==> src/rtl/hazard_ctrl.sv <==
// hazard_ctrl: ID-stage hazard sequencing for load-use, taken branches and multi-cycle multiplies.
module hazard_ctrl #(
  parameter int MUL_CYCLES = 4,
  parameter int CNT_W = 3,
  parameter int PERF_W = 16
) (
  input  logic              Clk,
  input  logic              Rst,
  input  logic [4:0]        IFID_Rs,
  input  logic [4:0]        IFID_Rt,
  input  logic              IFID_UsesRt,
  input  logic              IDEX_MemRead,
  input  logic [4:0]        IDEX_Rt,
  input  logic              ID_MulStart,
  input  logic              EX_BranchTaken,
  output logic              PC_Write,
  output logic              IFID_Write,
  output logic              IFID_Flush,
  output logic              IDEX_Bubble,
  output logic              Mul_Busy,
  output logic [PERF_W-1:0] Stall_Total
);
  typedef enum logic [1:0] {RUN, MUL_WAIT, MUL_RELEASE} state_t;
  state_t state_q, state_d;
  logic [CNT_W-1:0] cnt_q, cnt_d;
  logic [PERF_W-1:0] stall_q, stall_d;
  logic load_use, stall;
  assign load_use = IDEX_MemRead && IDEX_Rt != 5'd0 &&
                    (IDEX_Rt == IFID_Rs || (IFID_UsesRt && IDEX_Rt == IFID_Rt));
  always_comb begin
    state_d = state_q;
    cnt_d = cnt_q;
    stall = 1'b0;
    IFID_Flush = 1'b0;
    if (Rst) begin
      state_d = RUN;
      cnt_d = '0;
      stall = 1'b1;
      IFID_Flush = 1'b1;
    end else if (EX_BranchTaken) begin
      state_d = RUN;
      cnt_d = '0;
      IFID_Flush = 1'b1;
    end else if (state_q == MUL_WAIT) begin
      stall = 1'b1;
      state_d = cnt_q == '0 ? MUL_RELEASE : MUL_WAIT;
      cnt_d = cnt_q == '0 ? cnt_q : cnt_q - 1'b1;
    end else if (load_use) begin
      stall = 1'b1;
    end else if (state_q == RUN && ID_MulStart) begin
      stall = 1'b1;
      state_d = MUL_WAIT;
      cnt_d = CNT_W'(MUL_CYCLES - 2);
    end else begin
      state_d = RUN;
    end
    PC_Write = ~stall;
    IFID_Write = ~stall;
    IDEX_Bubble = stall | IFID_Flush;
    Mul_Busy = ~Rst && state_q == MUL_WAIT;
    stall_d = Rst ? '0 : (stall && ~&stall_q) ? stall_q + 1'b1 : stall_q;
  end
  always_ff @(posedge Clk) begin
    state_q <= state_d;
    cnt_q <= cnt_d;
    stall_q <= stall_d;
  end
  assign Stall_Total = stall_q;
endmodule

==> config.mk <==
export PLATFORM = sky130hd
export DESIGN_NAME = hazard_ctrl
export DESIGN_NICKNAME = d
export VERILOG_FILES = /design/src/rtl/hazard_ctrl.sv
export SDC_FILE = /design/constraint.sdc
export NUM_CORES = 1
export LEC_CHECK = 0
export ABC_CLOCK_PERIOD_IN_PS = 5190
export CAP_MARGIN = 10
export CORE_MARGIN = 2
export CORE_UTILIZATION = 49
export DETAILED_ROUTE_END_ITERATION = 6
export MAX_ROUTING_LAYER = met4
export PLACE_DENSITY = 0.84
export SLEW_MARGIN = 20
export SYNTH_ARGS = -nofsm -noshare
export SYNTH_HDL_FRONTEND = slang
export SYNTH_SLANG_ARGS = --single-unit
==> constraint.sdc <==
create_clock -name Clk -period 5.19 [get_ports Clk]
set_clock_uncertainty 0.05 [all_clocks]
set_input_delay 0.7785 -clock Clk [delete_from_list [all_inputs] [get_ports Clk]]
set_output_delay 0.7785 -clock Clk [all_outputs]
set_load 0.02 [all_outputs]
# Word level (Yosys, flattened, before mapping)
# Cells that the tools add are included.
# word_totals
elab_cells	43
reg_bits	21
out_inout_bits	21
in_bits	21
# classes
n_reduce_logical	15
add_sub_neg	2
n_eq_ne	5
mux	15
bitwise	3
# ops
cell	n
adder 16 x 1 -> 16 bit (second input constant)	1
AND reduction 16 bit	1
2-to-1 mux 3 bit	4
== test 5 bit	2
2-to-1 mux 1 bit	8
logical AND 1 bit	6
2-to-1 mux 2 bit	3
nonzero test 5 bit	1
zero test 3 bit	1
AND reduction 3 bit	1
subtractor 3 x 1 -> 3 bit (second input constant)	1
== test 2 x 1 -> 1 bit (second input constant)	1
zero test 2 bit	1
inequality test 2 x 1 -> 1 bit (second input constant)	1
inequality test 2 bit (second input constant)	1
inverter 1 bit	2
nonzero test 2 bit	1
OR reduction 2 bit	1
zero test 1 bit	1
logical OR 1 bit	1
OR 1 bit	1

# Longest topological paths before layout
# logic_depth
depth_word	9
depth_mapped	9
ltp_nobuf	7

# Worst setup path before layout
# OpenSTA, ideal clock, no wires.
# synth_path
kind	input to output
startpoint	input port IDEX_Rt[1]
endpoint	output port PC_Write
path_stages	6
path_slack_ps	2021
arrival_ps	2340
t_required_ps	4362
path_buffers	1
path_cell_list	or4_4 o21ai_4 o22ai_1 and2_1 nor2_1 buf_4
# synth_via
elab_chain_cells	9
elab_cells_between_ends	12
classes_between	eq/ne (2); mux (4); bitwise (1); reduce/logical (5)
# synth_rtl
element	line_no	text
start: declaration	13	input logic [4:0] IDEX_Rt,
== test 5 bit	29	(IDEX_Rt == IFID_Rs || (IFID_UsesRt && IDEX_Rt == IFID_Rt));
logical AND 1 bit	29	
logical OR 1 bit	29	
logical AND 1 bit (*)	28	assign load_use = IDEX_MemRead && IDEX_Rt != 5'd0 &&
2-to-1 mux 1 bit (*)	48	end else if (load_use) begin
2-to-1 mux 1 bit (*)	44	end else if (state_q == MUL_WAIT) begin
2-to-1 mux 1 bit (*)	40	end else if (EX_BranchTaken) begin
2-to-1 mux 1 bit (*)	35	if (Rst) begin
inverter 1 bit (*)	--	
end: declaration	16	output logic PC_Write,
# Every way passes the cells marked *; elsewhere a longest branch is shown, timed or not.

# Worst setup path in the final report
# layout_path
startpoint	input port IDEX_Rt[3]
endpoint	output port IFID_Write
# layout_via
elab_chain_cells	9
elab_cells_between_ends	12
classes_between	eq/ne (2); mux (4); bitwise (1); reduce/logical (5)
# layout_rtl
element	line_no	text
== test 5 bit	29	
logical AND 1 bit	29	
logical OR 1 bit	29	
logical AND 1 bit (*)	28	
2-to-1 mux 1 bit (*)	48	
2-to-1 mux 1 bit (*)	44	
2-to-1 mux 1 bit (*)	40	
2-to-1 mux 1 bit (*)	35	
inverter 1 bit (*)	58	IFID_Write = ~stall;
end: declaration	17	output logic IFID_Write,
# Marks and branches as above.

==> results.md <==
* # setup viols final at 0
* Crit path capture: IFID_Write
* DRT Pass-1 Iters at 4
* P_leak at 0.000613 uW
* Prevailing post-synth register cell: dfxtp_1
* Worst path max stage delay at 0.63 ns
* Pwr/cell area at 180 nW/um^2
* Min Tclk post-route at 4.14 ns
* CP max FO at 5
* Vias in the first global route at 1271
* Initial antenna violation count at 0
* Reg2reg start: Stall_Total[0]
* Pre-CTS setup slack at 1.06 ns
* Status: finished, final reports clean
* Number of CTS-inserted buffers at 3
* Post-Syn Area at 1330 sq um
* Sinks on Clock Net at 21
* Final Hold Fails at 0
* Period utilization at 79.7%
* Postcts setup bufs at 0
* Post_cts resized at 0
* CP Class: in2out
* Routed length per placed instance at 13.8 microns
* Worst Path Arrival at 3.31 ns
* Initial DRC count at 36
* Clock Path Buffers at 2
* I/O pin count at 42
* Synth warn at 0
* P&R area growth vs syn at 31.1%
* GP Congestion at 0.724
* Worst-path cell chain: clkdlybuf4s50_1 -> xor2_1 -> nor4_2 -> a32oi_1 -> o22ai_1 -> and2_1 -> nor2_1 -> clkdlybuf4s50_1
* Crit start category: primary input
* Max Freq at 242 MHz
* ANT nets after route at 0
* Max-cap violations at 0
* Sequential share of the synthesized area at 31.6%
* Number of flops mapped to enable cells by yosys at 0
* Post-CTS Hold Fix Bufs at 0
* Largest net degree at the start of global routing at 26
* Setup crit start: IDEX_Rt[3]
* Setup crit end kind: output port
* GRT Residual Overflow at 0
* CTS root buf: clkbuf_4
* Global-route wire length before repair at 5170 microns
* Detailed Place HPWL at 2470 microns
* Port bufs at 41
* CTS tree: built
* Yosys reg bits at 21
* Fin. max-slew vios at 0
* Share of cells above drive strength 1 at 8.25%
* Syn nets at 179
* Layout Nets at 219
* Worst VDD drop at 0.000222 V
* Flop2flop setup slack at 2.53 ns
* All-Layer GR Usage at 20.6%
* Total wire length at 3100 microns
* DR vias at 1311
* Total power at 313 uW
* Final setup margin at 1.05 ns
* RSZ-0062 raised after global routing: false
* Post-route DRC at 0
* Diode count at 0
* Die Ht at 56.1 microns
* Cell row count at 18
* Worst hold-check path type: reg2reg
* WP data required at 4.36 ns
* Vias per cell at 5.85
* Count of cell types in the netlist at 46
* Area of the die at 3150 sq um
* Setup tns final at 0 ns
* Worst-path clk slew at 0.13 ns
* Worst R2R End: Stall_Total[10]
* Mean Syn Cell Area at 8.58 sq um
* Mapped Cells at 155
* Slew @ Worst Pin at 0.728 ns
* # H-tree levels at 1
* Async set-or-reset flop fraction in the synthesized netlist at 0%
* Worst Reg-to-Reg Cells at 7
* Initial Util at 52.7%
* Die X at 56.1 microns
* Max_slew headroom at 51.3%
* Worst-Skew Late Latency at 0.32 ns
* Core area at 2520 sq um
* Critical-path top delay cell: clkdlybuf4s50_1
* Most used cell, CP: clkdlybuf4s50_1
[kinds of logic (layout without fill, tap and decap cells)]
logic type                 after synthesis  after routing  synth area share, %
AOI/OAI and AO/OA                       39             39                 20.4
and+or+nand+nor                         65             65                 29.2
muxes                                    2              2                 1.88
xor gates and xnor gates                11             11                 7.24
adders and majority gates                3              3                 2.82
buffers and inverters                   14             53                 6.87
DFF                                     21             21                 31.6
[how the worst min path moves through the flow]
| stage | from | to | depth (start not counted) |
|---|---|---|---|
| floorplan | cnt_q[0] | cnt_q[0] | 2 |
| global placement | Stall_Total[11] | Stall_Total[11] | 2 |
| detailed placement | Stall_Total[11] | Stall_Total[11] | 2 |
| CTS | Stall_Total[11] | Stall_Total[11] | 2 |
| global route | Stall_Total[11] | Stall_Total[11] | 2 |
| finish | Stall_Total[11] | Stall_Total[11] | 2 |
[cells in the final DEF, fill, tap and decap left out, types with 2 or more instances in the layout]
cell type / n
nor2_1: 12
o21ai_0: 2
o31ai_1: 3
xor2_1: 10
nand2_1: 6
o21ai_1: 8
nand3_1: 9
clkdlybuf4s50_1: 41
a21oi_1: 16
dfxtp_1: 21
ha_1: 3
and3_1: 3
or3_1: 6
inv_1: 8
nor3_1: 8
nor2b_1: 4
or3_2: 3
clkbuf_4: 3
or4_1: 3
[cells in the mapped netlist (3+ instances only)]
library cell,count,area (sq um)
a21oi_1,16,80.1
and3_1,3,18.8
dfxtp_1,21,420
ha_1,3,37.5
inv_1,8,30.0
nand2_1,6,22.5
nand3_1,9,45.0
nor2_1,12,45.0
nor2b_1,4,25.0
nor3_1,8,40.0
o21ai_1,8,40.0
o31ai_1,3,22.5
or3_1,6,37.5
or3_2,3,22.5
or4_1,3,22.5
xor2_1,10,87.6
[worst max-delay path, delay by kind of cell]
kind                   cells  cell delay (ns)
buffers and inverters      2             1.18
AND/OR/NAND/NOR            3             0.42
AO/OA/AOI/OAI              2             0.70
XOR/XNOR                   1             0.22
[flip-flops by register name (all words and copies together) (netlist names)]
signal / count
cnt_q: 3
state_q: 2
Stall_Total: 16
[layer usage]
metal	GRT usage, %	wire length, microns	up-vias
li1	-	-	645
met1	21.7	1260	609
met3	5.12	194	8
met4	6.12	50	0
met5	-	0	-
met2	37.8	1590	49
[final cells by class]
cell class,instances,area [sq um]
sequential,21,420
inverter,8,30.0
multi-input combinational,120,818
fill,224,778
timing repair buffer,41,410
clock inverter,1,5.00
tap,30,37.5
clock buffer,3,22.5
[report_power, final]
group / leakage (uW) / internal [uW] / switching [uW]
Sequential: 0.000170 / 164 / 3.30
Clock: 0.0000177 / 28.9 / 54.2
Combinational: 0.000426 / 32.1 / 31.5
[through the flow]
| step | instances | utilization (%) | instance area [sq um] | hold slack, ns |
|---|---|---|---|---|
| finish | 224 | 69.1 | 1740 | 0.464 |
| floorplan | 155 | - | 1330 | 0.421 |
| detailed placement | 220 | 68.1 | 1720 | 0.455 |
| CTS | 224 | 69.1 | 1740 | 0.474 |
| global route | 224 | 69.1 | 1740 | 0.496 |
| global placement | 220 | 68.1 | 1720 | 0.429 |
(Power assumes the default switching activity.)
==> patch: new RTL, same flow settings <==
`CNT_W`: 3 -> 6.
--- a/src/rtl/hazard_ctrl.sv
+++ b/src/rtl/hazard_ctrl.sv
@@ -2,5 +2,5 @@
 module hazard_ctrl #(
   parameter int MUL_CYCLES = 4,
-  parameter int CNT_W = 3,
+  parameter int CNT_W = 6,
   parameter int PERF_W = 16
 ) (
Function: same outputs for any inputs over 10 cycles, from zero or initial values and one cycle with Rst high; that may be too few to reach the edited logic, so the function may still have changed.
==> patch against the unedited design <==
  * Via count grew 6.3%
  * Hold slack worse by 0.032 ns
  * Die area increased by 1.7%
  * Design area up 4.7%
  * Synthesized area is 1.9% higher
  * Sequential cell count up 3
  * Total power rose by 15%
  * Wire length rose by 2.3%
  * Combinational power rose by 12%
  * Setup slack improved by 0.086 ns
  * Sequential share of layout area up 2.2 points
  * Largest cell class unchanged
==> patch: results (changes against the unedited design) <==
status=complete, no violations (unchanged); CP max FO=6 (was 5); Top FF cell, synth=dfxtp_1 (unchanged); synth warn=0 (unchanged); largest net degree at the start of global routing=22 (was 26); Total Nets Final=234 (was 219); reg2reg path depth=7 (unchanged); DRT iter0 DRCs=29 (was 36); first-pass GRT wire length=5.33 mm (was 5.17 mm); sequential share of the synthesized area=35.5% (was 31.6%); Slew @ Worst Pin=0.695 ns (was 0.728 ns); kind of cell adding the most delay to the critical path=buffers and inverters (unchanged); share of flip-flops with an asynchronous set or reset=0% (unchanged); vias in the first global route=1215 (was 1271); Pleak=0.639 nW (was 0.613 nW); drc violations=0 (unchanged); number of gates resized after cts=0 (unchanged); top post-synthesis cells by count=dfxtp_1, nor2_1, xnor2_1, a21oi_1, nand2_1 (was dfxtp_1, a21oi_1, nor2_1, xor2_1, nand3_1); Peak VDD IR=0.232 mV (was 0.222 mV); post-route worst setup slack=1.14 ns (was 1.05 ns); Cell variety after synth=41 (was 46); ranking of synthesized cells by area=dfxtp_1, xnor2_1, nor2_1, a21oi_1, or3_1 (was dfxtp_1, xor2_1, a21oi_1, nand3_1, nor2_1); placed wire-length estimate=2.50 mm (was 2.47 mm); Global Route Usage Sum=21.4% (was 20.6%); share of layout cells above drive strength 1=4.76% (was 8.25%); Syn Nets=192 (was 179); Sw Pwr=0.0940 mW (was 0.0890 mW); initial antenna violation count=0 (unchanged); post-DR vias/cell=5.78 (was 5.85); GP Congestion=0.776 (was 0.724); Reg2Reg Setup Slack=2.62 ns (was 2.53 ns); Detailed Route WL=3.17 mm (was 3.10 mm); CTS root buffer=clkbuf_4 (unchanged)
[patch: worst reg2reg max path, cell delays in order, from the launching register on]
cell and delay [ns]:
dfxtp_1 0.38, ha_1 0.26, nand2_1 0.08, nor4_1 0.06
a221oi_1 0.47, nand2_1 0.41, nor4_1 0.41, mux2_2 0.37
[patch: cells by family after synthesis]
| logic type | synth area share, % |
|---|---|
| mux | 1.57 |
| xor+xnor | 11.0 |
| compound gates | 16.4 |
| fa+ha+maj | 1.85 |
| buf+inv | 2.77 |
| simple gates | 30.9 |
| flops | 35.5 |
[patch: layout make-up]
type	count	area, sq um	share of cell area (%)
inverters	4	15.0	0.822
well taps	31	38.8	2.12
repair buffers	42	418	22.9
clock buffers	4	36.3	1.99
flip-flops and latches	24	480	26.3
multi-input cells	136	837	45.9
[patch: stage by stage]
step           area, sq um  std cells  hold slack [ns]  utilization (%)  power [mW]
6_report              1830        241            0.432             68.0       0.361
5_1_grt               1830        241            0.463             68.0       0.375
4_1_cts               1830        241            0.435             68.0       0.363
3_5_place_dp          1790        237            0.418             66.6       0.266
3_3_place_gp          1790        237            0.405             66.6       0.263
2_1_floorplan         1360        169            0.391                -       0.234
[patch: final timing paths]
check | start | end
setup / recovery | IDEX_Rt[1] | PC_Write
hold / removal | cnt_q[1]$_SDFFE_PP0P_ | cnt_q[1]$_SDFFE_PP0P_
setup reg to reg | Stall_Total[0]$_SDFFE_PP0P_ | Stall_Total[13]$_SDFFE_PP0P_
hold reg to reg | cnt_q[1]$_SDFFE_PP0P_ | cnt_q[1]$_SDFFE_PP0P_
[patch: power groups by stage]
stage	clock (mW)	combinational, mW	sequential (mW)
after global placement	0	0.0687	0.195
after global routing	0.106	0.0773	0.192
final	0.0991	0.0710	0.191
after detailed placement	0	0.0708	0.195
after CTS	0.102	0.0711	0.191
after floorplan	0	0.0378	0.196
[patch: layer usage]
metal,vias to the layer above,GRT usage [%],part of all wire [%]
li1,689,-,-
met2,39,37.2,52
met4,0,8.50,2.4
met1,657,23.9,41
met3,9,4.38,4.7
met5,-,-,0
